===== src/rtl/pipeline_pkg.sv =====
// Shared definitions for the 5-stage MIPS pipeline control: sequencer states
// and the opcode set handled by the core.
package pipeline_pkg;

    typedef enum logic [1:0] {
        INIT   = 2'd0,
        RUN    = 2'd1,
        STALL  = 2'd2,
        FREEZE = 2'd3
    } state_t;

    localparam logic [5:0] OP_LW    = 6'b100011;
    localparam logic [5:0] OP_SW    = 6'b101011;
    localparam logic [5:0] OP_RTYPE = 6'b000000;
    localparam logic [5:0] OP_BEQ   = 6'b000100;
    localparam logic [5:0] OP_J     = 6'b000010;
    localparam logic [5:0] OP_ADDI  = 6'b001000;

    function automatic logic is_known_op(input logic [5:0] op);
        return (op == OP_LW) || (op == OP_SW) || (op == OP_RTYPE) ||
               (op == OP_BEQ) || (op == OP_J) || (op == OP_ADDI);
    endfunction

endpackage


===== src/rtl/hazard_sequencer_if.sv =====
// Hazard inputs and pipeline control outputs of the sequencer. The master side
// is the hazard source (StallDetection / branch unit); the slave is the sequencer.
interface hazard_sequencer_if
    import pipeline_pkg::*;
#(
    parameter int CNT_W = 16
);
    logic             id_stall;
    logic             ex_stall;
    logic             id_branch_taken;
    logic             id_jump;
    logic             mem_wait;

    logic             pc_we;
    logic             pc_sel_target;
    logic             ifid_we;
    logic             ifid_flush;
    logic             idex_we;
    logic             idex_bubble;
    logic             exmem_we;
    logic             exmem_bubble;
    logic             memwb_we;
    logic             stall_timeout;
    logic [CNT_W-1:0] stall_count;
    logic [CNT_W-1:0] flush_count;
    state_t           state;

    modport master (
        output id_stall, ex_stall, id_branch_taken, id_jump, mem_wait,
        input  pc_we, pc_sel_target, ifid_we, ifid_flush, idex_we, idex_bubble,
               exmem_we, exmem_bubble, memwb_we, stall_timeout,
               stall_count, flush_count, state
    );

    modport slave (
        input  id_stall, ex_stall, id_branch_taken, id_jump, mem_wait,
        output pc_we, pc_sel_target, ifid_we, ifid_flush, idex_we, idex_bubble,
               exmem_we, exmem_bubble, memwb_we, stall_timeout,
               stall_count, flush_count, state
    );

endinterface


===== src/rtl/sat_counter.sv =====
// Up-counter that sticks at all-ones instead of wrapping; clr has priority over inc.
module sat_counter #(
    parameter int W = 16
) (
    input  logic         clk,
    input  logic         rst_n,
    input  logic         inc,
    input  logic         clr,
    output logic [W-1:0] q
);

    logic [W-1:0] count_q;

    always_ff @(posedge clk or negedge rst_n) begin
        if (!rst_n) begin
            count_q <= '0;
        end else if (clr) begin
            count_q <= '0;
        end else if (inc && (count_q != '1)) begin
            count_q <= count_q + W'(1);
        end
    end

    assign q = count_q;

endmodule


===== src/rtl/hazard_sequencer.sv =====
// Pipeline control sequencer: post-reset flush, zero-latency hazard decode into
// register enables/bubbles, stall watchdog and saturating hazard counters.
module hazard_sequencer
    import pipeline_pkg::*;
#(
    parameter int INIT_CYCLES = 4,
    parameter int MAX_STALL   = 8,
    parameter int CNT_W       = 16
) (
    input logic               clk,
    input logic               rst_n,
    hazard_sequencer_if.slave bus
);

    localparam logic [3:0] INIT_LAST = 4'(INIT_CYCLES - 1);
    localparam logic [7:0] STALL_MAX = 8'(MAX_STALL);

    state_t     state_q;
    logic [3:0] init_cnt_q;
    logic [7:0] consec_q;
    logic       timeout_q;

    state_t     class_d;
    logic       flush_d;
    logic       pc_we_d;
    logic       pc_sel_d;
    logic       ifid_we_d;
    logic       ifid_flush_d;
    logic       idex_we_d;
    logic       idex_bubble_d;
    logic       exmem_we_d;
    logic       exmem_bubble_d;
    logic       memwb_we_d;

    // Controls must act in the same cycle the hazard is seen, so they are
    // decoded straight from the inputs; only INIT depends on registered state.
    always_comb begin
        class_d        = RUN;
        flush_d        = 1'b0;
        pc_we_d        = 1'b0;
        pc_sel_d       = 1'b0;
        ifid_we_d      = 1'b0;
        ifid_flush_d   = 1'b0;
        idex_we_d      = 1'b0;
        idex_bubble_d  = 1'b0;
        exmem_we_d     = 1'b0;
        exmem_bubble_d = 1'b0;
        memwb_we_d     = 1'b0;

        if (state_q == INIT) begin
            class_d        = INIT;
            ifid_we_d      = 1'b1;
            ifid_flush_d   = 1'b1;
            idex_we_d      = 1'b1;
            idex_bubble_d  = 1'b1;
            exmem_we_d     = 1'b1;
            exmem_bubble_d = 1'b1;
        end else if (bus.mem_wait) begin
            class_d = FREEZE;
        end else if (bus.ex_stall) begin
            class_d        = STALL;
            exmem_we_d     = 1'b1;
            exmem_bubble_d = 1'b1;
            memwb_we_d     = 1'b1;
        end else if (bus.id_stall) begin
            class_d       = STALL;
            idex_we_d     = 1'b1;
            idex_bubble_d = 1'b1;
            exmem_we_d    = 1'b1;
            memwb_we_d    = 1'b1;
        end else begin
            // A redirect seen during a stall is dropped here and picked up
            // again once ID is allowed to advance.
            flush_d      = bus.id_branch_taken | bus.id_jump;
            pc_we_d      = 1'b1;
            pc_sel_d     = flush_d;
            ifid_flush_d = flush_d;
            ifid_we_d    = 1'b1;
            idex_we_d    = 1'b1;
            exmem_we_d   = 1'b1;
            memwb_we_d   = 1'b1;
        end
    end

    // Sequencer state, init flush timer and the consecutive-stall watchdog.
    always_ff @(posedge clk or negedge rst_n) begin
        if (!rst_n) begin
            state_q    <= INIT;
            init_cnt_q <= '0;
            consec_q   <= '0;
            timeout_q  <= 1'b0;
        end else if (state_q == INIT) begin
            if (init_cnt_q == INIT_LAST) begin
                state_q    <= RUN;
                init_cnt_q <= '0;
            end else begin
                init_cnt_q <= init_cnt_q + 4'd1;
            end
        end else begin
            state_q <= class_d;
            case (class_d)
                STALL: begin
                    if (consec_q != 8'hFF) begin
                        consec_q <= consec_q + 8'd1;
                    end
                    if ((consec_q + 8'd1) == STALL_MAX) begin
                        timeout_q <= 1'b1;
                    end
                end
                RUN:     consec_q <= '0;
                default: consec_q <= consec_q;
            endcase
        end
    end

    logic stall_inc;
    logic flush_inc;

    assign stall_inc = (class_d == STALL);
    assign flush_inc = (class_d == RUN) && flush_d;

    sat_counter #(.W(CNT_W)) u_stall_cnt (
        .clk   (clk),
        .rst_n (rst_n),
        .inc   (stall_inc),
        .clr   (1'b0),
        .q     (bus.stall_count)
    );

    sat_counter #(.W(CNT_W)) u_flush_cnt (
        .clk   (clk),
        .rst_n (rst_n),
        .inc   (flush_inc),
        .clr   (1'b0),
        .q     (bus.flush_count)
    );

    assign bus.pc_we         = pc_we_d;
    assign bus.pc_sel_target = pc_sel_d;
    assign bus.ifid_we       = ifid_we_d;
    assign bus.ifid_flush    = ifid_flush_d;
    assign bus.idex_we       = idex_we_d;
    assign bus.idex_bubble   = idex_bubble_d;
    assign bus.exmem_we      = exmem_we_d;
    assign bus.exmem_bubble  = exmem_bubble_d;
    assign bus.memwb_we      = memwb_we_d;
    assign bus.stall_timeout = timeout_q;
    assign bus.state         = state_q;

endmodule


===== src/flat_wrapper.sv =====
// flat-port wrapper written by rule: the top's interface ports become plain ports
module hazard_sequencer_flat import pipeline_pkg::*;
#(
    parameter int INIT_CYCLES = 4,
    parameter int MAX_STALL   = 8,
    parameter int CNT_W       = 16
)
  (clk, rst_n, bus_id_stall, bus_ex_stall, bus_id_branch_taken, bus_id_jump, bus_mem_wait, bus_pc_we, bus_pc_sel_target, bus_ifid_we, bus_ifid_flush, bus_idex_we, bus_idex_bubble, bus_exmem_we, bus_exmem_bubble, bus_memwb_we, bus_stall_timeout, bus_stall_count, bus_flush_count, bus_state);
  hazard_sequencer_if #(.CNT_W(CNT_W)) bus_i ();
  input logic clk;
  input logic rst_n;
  input wire logic [$bits(bus_i.id_stall)-1:0] bus_id_stall;
  input wire logic [$bits(bus_i.ex_stall)-1:0] bus_ex_stall;
  input wire logic [$bits(bus_i.id_branch_taken)-1:0] bus_id_branch_taken;
  input wire logic [$bits(bus_i.id_jump)-1:0] bus_id_jump;
  input wire logic [$bits(bus_i.mem_wait)-1:0] bus_mem_wait;
  output wire logic [$bits(bus_i.pc_we)-1:0] bus_pc_we;
  output wire logic [$bits(bus_i.pc_sel_target)-1:0] bus_pc_sel_target;
  output wire logic [$bits(bus_i.ifid_we)-1:0] bus_ifid_we;
  output wire logic [$bits(bus_i.ifid_flush)-1:0] bus_ifid_flush;
  output wire logic [$bits(bus_i.idex_we)-1:0] bus_idex_we;
  output wire logic [$bits(bus_i.idex_bubble)-1:0] bus_idex_bubble;
  output wire logic [$bits(bus_i.exmem_we)-1:0] bus_exmem_we;
  output wire logic [$bits(bus_i.exmem_bubble)-1:0] bus_exmem_bubble;
  output wire logic [$bits(bus_i.memwb_we)-1:0] bus_memwb_we;
  output wire logic [$bits(bus_i.stall_timeout)-1:0] bus_stall_timeout;
  output wire logic [$bits(bus_i.stall_count)-1:0] bus_stall_count;
  output wire logic [$bits(bus_i.flush_count)-1:0] bus_flush_count;
  output wire logic [$bits(bus_i.state)-1:0] bus_state;
  assign bus_i.id_stall = bus_id_stall;
  assign bus_i.ex_stall = bus_ex_stall;
  assign bus_i.id_branch_taken = bus_id_branch_taken;
  assign bus_i.id_jump = bus_id_jump;
  assign bus_i.mem_wait = bus_mem_wait;
  assign bus_pc_we = bus_i.pc_we;
  assign bus_pc_sel_target = bus_i.pc_sel_target;
  assign bus_ifid_we = bus_i.ifid_we;
  assign bus_ifid_flush = bus_i.ifid_flush;
  assign bus_idex_we = bus_i.idex_we;
  assign bus_idex_bubble = bus_i.idex_bubble;
  assign bus_exmem_we = bus_i.exmem_we;
  assign bus_exmem_bubble = bus_i.exmem_bubble;
  assign bus_memwb_we = bus_i.memwb_we;
  assign bus_stall_timeout = bus_i.stall_timeout;
  assign bus_stall_count = bus_i.stall_count;
  assign bus_flush_count = bus_i.flush_count;
  assign bus_state = bus_i.state;
  hazard_sequencer #(.INIT_CYCLES(INIT_CYCLES), .MAX_STALL(MAX_STALL), .CNT_W(CNT_W)) u_core (.clk(clk), .rst_n(rst_n), .bus(bus_i));
endmodule

===== config.mk =====
export PLATFORM = sky130hd
export DESIGN_NAME = hazard_sequencer_flat
export DESIGN_NICKNAME = d
export VERILOG_FILES = /design/src/rtl/pipeline_pkg.sv /design/src/rtl/hazard_sequencer_if.sv /design/src/rtl/sat_counter.sv /design/src/rtl/hazard_sequencer.sv /design/src/flat_wrapper.sv
export SDC_FILE = /design/constraint.sdc
export NUM_CORES = 1
export LEC_CHECK = 0
export CAP_MARGIN = 20
export CORE_ASPECT_RATIO = 1.5
export CORE_MARGIN = 2
export CORE_UTILIZATION = 30
export DETAILED_ROUTE_END_ITERATION = 8
export PLACE_DENSITY = 0.59
export SLEW_MARGIN = 20
export SYNTH_ARGS = -nofsm -noshare
export SYNTH_HDL_FRONTEND = slang
export SYNTH_SLANG_ARGS = --single-unit

===== constraint.sdc =====
create_clock -name clk -period 2.7 [get_ports clk]
set_clock_uncertainty 0.15 [all_clocks]
set_input_delay 0.405 -clock clk [delete_from_list [all_inputs] [get_ports clk]]
set_output_delay 0.405 -clock clk [all_outputs]
set_load 0.005 [all_outputs]

======== Yosys cells after proc, flatten, opt, wreduce, memory -nomap -nowiden ========
Index checks and enable logic that the tools add are counted.
operators by class
  add/subtract/negate cells ............... 4
  eq/ne operators ......................... 9
  multiplexer cells ....................... 32
  bitwise gates (word level) .............. 2
  reductions and logical operators ........ 7
operators with widths
  kind                                                 count
  adder 16 x 1 -> 16 bit, second input constant        2
  != test 16 bit, second input constant                2
  2-to-1 mux 1 bit                                     23
  one-hot mux 8 bit (2 select lines)                   1
  2-to-1 mux 2 bit                                     6
  adder 8 x 1 -> 8 bit, second input constant          1
  equality test 8 x 4 -> 1 bit, second input constant  1
  2-to-1 mux 8 bit                                     1
  != test 8 bit, second input constant                 1
  AND reduction 3 bit                                  2
  adder 4 x 1 -> 4 bit, second input constant          1
  equality test 4 x 2 -> 1 bit, second input constant  1
  2-to-1 mux 4 bit                                     1
  logical AND 1 bit                                    3
  equality test 2 x 1 -> 1 bit, second input constant  1
  equality test 2 bit, second input constant           1
  logical NOT 2 bit                                    1
  != test 2 x 1 -> 1 bit, second input constant        1
  != test 2 bit, second input constant                 1
  nonzero test 2 bit                                   1
  NOT 1 bit                                            1
  bitwise OR 1 bit                                     1
storage, ports and cells
  register bits ........................... 47
  input port bits ......................... 7
  logic and storage cells ................. 60

======== Depth between registers and ports, before layout ========
  word-level depth ........................ 7
  gate-level depth with buffers ........... 6

======== Modules after synthesis ========
A second synthesis with hierarchy kept.
unflattened totals
  cells, all modules ...................... 299
  area, all modules ....................... 2753.9 um^2
modules (own cells, without submodules)
  module            times used  cells each  area each (um^2)
  sat_counter       2           98          942.2
  hazard_sequencer  1           103         869.6

======== Worst setup path after synthesis ========
No wires, ideal clock.
  kind .................................... reg2reg
  start ................................... register u_core.u_stall_cnt.count_q[0], in the netlist u_core.u_stall_cnt.q[0]
  end ..................................... register u_core.u_stall_cnt.count_q[1], in the netlist u_core.u_stall_cnt.q[1]
  library setup time ...................... 0.127 ns
  arrival time ............................ 1.838 ns
  required time ........................... 2.423 ns
  path slack .............................. 0.584 ns
  stages on the path, launching flop included .. 7
  path buffers ............................ 1
  cells stage by stage .................... dfrtp_1 ha_1 nand4_1 or4_1 buf_2 and2_4 mux2_1
between the ends
  longest elaborated chain between the ends .. 2
  elaborated cells on any way between the ends .. 3
  those cells by class .................... add/sub (1); eq/ne (1); reduce/logical (1)
RTL lines
  element                                                                         RTL line           text
  from (decl)                                                                     sat_counter.sv:12  logic [W-1:0] count_q;
  from (signal assigned)                                                          sat_counter.sv:20  count_q <= count_q + W'(1);
  parallel branches: the longest is 2 deep, another holds adder 16 x 1 -> 16 bit  -
Several ways; the timed one is not identified.
A chain may end at the register's enable or synchronous reset.

======== Final worst setup path ========
  start ................................... input port bus_mem_wait
  end ..................................... output port bus_ifid_flush
between the ends
  longest elaborated chain between the ends .. 2
RTL lines
  element           RTL line                text
  from (decl)       flat_wrapper.sv:16      input wire logic [$bits(bus_i.mem_wait)-1:0] bus_mem_wait;
  2-to-1 mux 1 bit  hazard_sequencer.sv:58  end else if (bus.mem_wait) begin
  2-to-1 mux 1 bit  hazard_sequencer.sv:50  if (state_q == INIT) begin
  to (decl)         flat_wrapper.sv:20      output wire logic [$bits(bus_i.ifid_flush)-1:0] bus_ifid_flush;
No other way between the ends.

==> results.ini <==
[pwr]
leakage_nw=1.40
power_density_nw_per_um2=641
vdd_drop_max_v=0.000356

[route]
wl_met2_um=2960
drt_drc_violations_left=0
dr_wl_met3_um=239
top_layer_used=met4
vias=2092
drt_iter0_markers=71
via_per_inst=5.07
drt-total-wl_um=5740
wl_per_cell_um=13.9
wirelength_met1_um=2430
drt-pass1-iter-count=4
drtAntennaViolNets=0

[cts]
root_buffer=clkbuf_16
clk_latency_ns=0.29
cts_tree=built
cts_buffers=5
postCtsSetupBuffers=0
clock_path_buffers=2
clk_pin_slew_ns=0.06
htreeDepth=2
cts_sinks=47

[timing]
fin_crit_sh=0.961
max_freq_mhz=385
slew_headroom=0.552
drv_slew=0
tightest_slew_ns=0.670
rsz0062_at_grt=false
setup_viol=0
min_period_ns=2.60
hold_violations=0

[floorplan]
die_area_um2=8850
die_y_um=114
coreArea_um2=7960
initial_core_util=0.305
io_pins=51
die_w_um=77.5
fp-row-count=40

[synth]
synth_edf_count=0
synthArstFlopShare=1.00
synth-seq-cells=47
seq_area_frac_synth=0.484
ys_warn_count=0
synth_nets=252
synthCells=241
syn_area_um2=2430
netlist-cell-type-count=42
synth.avg_cell_area_um2=10.1
ys_dominant_reg_cell=dfrtp_1

[place]
dp.cells=405
gp_congestion=0.816
hpwl_um=4250
portBuffers=50
dpl_cell_area_um2=3140

[job]
maxCapViolCount=0

[final_layout]
final_cell_mix=clkdlybuf4s50_1, dfrtp_1, nand2_1
final_common_cell=clkdlybuf4s50_1
drive_above_1_share=0.114
fill_cells=788
diodes=0
finalNetCount=318
area_growth_pct=35.7
fin_cells=413
fin_area_um2=3300

[setup_path]
crit_path_end_kind=primary output
worstReg2RegStart=u_core.u_stall_cnt.q[0]
setup.worst_path.class=in2out
cp.required_ns=2.14
crit_fanout=3
crit_start=bus_mem_wait
cp.arrival_ns=2.04
start_kind=input pin

[global_route]
grt_pass1_wl_um=9760
grt_max_degree=48
antenna_found_initial=0
grt_pass1_vias=2129
grtUsageTotal=0.136
grt-ovfl-total=0

[hold_path]
hold_class=in2async

[status]
status=finished, final reports clean

==> metrics by stage <==
| stage | setup WS (ns) | power (mW) | setup TNS [ns] | util | hold slack [ns] |
|---|---|---|---|---|---|
| after floorplan | 0.584 | 1.20 | 0 | - | -0.0406 |
| after global placement | -0.0634 | 1.48 | -0.0634 | 0.394 | 0.311 |
| after detailed placement | -0.0822 | 1.48 | -0.0822 | 0.394 | 0.314 |
| after CTS | 0.0495 | 2.15 | 0 | 0.414 | 0.0941 |
| after global routing | 0.0301 | 2.24 | 0 | 0.414 | 0.129 |
| final | 0.105 | 2.11 | 0 | 0.414 | 0.0600 |
==> logic make-up (layout without fill, tap and decap cells) <==
| family | Yosys count | in the layout | share of synthesized area |
|---|---|---|---|
| and+or+nand+nor | 111 | 111 | 0.264 |
| DFF | 47 | 47 | 0.484 |
| AOI/OAI and AO/OA | 36 | 36 | 0.0896 |
| xor gates and xnor gates | 28 | 28 | 0.101 |
| buffers and inverters | 11 | 78 | 0.0221 |
| adders and majority gates | 4 | 4 | 0.0206 |
| muxes | 4 | 4 | 0.0185 |
==> registers in the layout, indices dropped and copies added (netlist names) <==
signal and cells:
u_core.u_stall_cnt.q 16, u_core.consec_q 8, u_core.bus.stall_timeout 1, u_core.init_cnt_q 4, u_core.bus.state 2, u_core.u_flush_cnt.q 16
==> metal layers <==
metal | track usage | up-vias
li1 | - | 1006
met1 | 0.160 | 1008
met2 | 0.245 | 69
met3 | 0.0197 | 9
met4 | 0.0607 | 0
met5 | 0 | -
==> worst max-delay path, stage by stage <==
cell and delay, ns:
clkdlybuf4s50_1 0.42, or3_4 0.41, buf_4 0.15, o21ai_1 0.13, clkdlybuf4s50_1 0.52
==> timing repair <==
| item | 4_1_cts | 5_1_grt |
|---|---|---|
| pin swaps | 2 | 0 |
| gates cloned | 0 | 0 |
| hold buffers | 0 | 0 |
| endpoints found under the setup margin | 1 | 1 |
| resized for setup | 2 | 1 |
==> power breakdown <==
group,total (mW),internal (mW),switching [mW]
logic,0.485,0.288,0.197
registers,0.981,0.828,0.154
clock network,0.647,0.394,0.253
total,2.11,1.51,0.603
==> cell usage after synthesis, types with 3 or more instances <==
library cell	number	area [µm²]
nand2b_1	3	18.8
xnor2_1	15	131
nor4_2	3	37.5
and3_1	9	56.3
o21ai_0	20	100
nand4_1	13	81.3
nand3_1	18	90.1
nor4_1	4	25.0
and4_1	4	35.0
a21oi_1	5	25.0
nor3_1	5	25.0
ha_1	4	50.1
clkbuf_1	3	11.3
nand2_1	24	90.1
o31ai_1	4	30.0
dfrtp_1	47	1180
inv_1	4	15.0
nor2_1	11	41.3
or3_1	3	18.8
xor2_1	13	114
==> worst paths after layout <==
check,depth (start not counted),end,slack (ns)
max in group asynchronous,2,u_core.init_cnt_q[3],1.92
min in group clk,1,u_core.bus.stall_timeout,0.32
setup reg to reg,5,u_core.u_stall_cnt.q[1],0.52
hold reg to reg,1,u_core.bus.stall_timeout,0.32
setup / recovery,5,bus_ifid_flush,0.10
hold / removal,2,u_core.u_flush_cnt.q[10],0.06
==> layout make-up <==
cell class,instances,area [µm²],area share
Multi-Input combinational cell,183,1200,0.365
Sequential cell,47,1180,0.357
Tap cell,105,131,0.0398
Clock buffer,8,156,0.0474
Inverter,5,21.3,0.00645
Timing Repair Buffer,65,607,0.184
(Power assumes the default switching activity.)
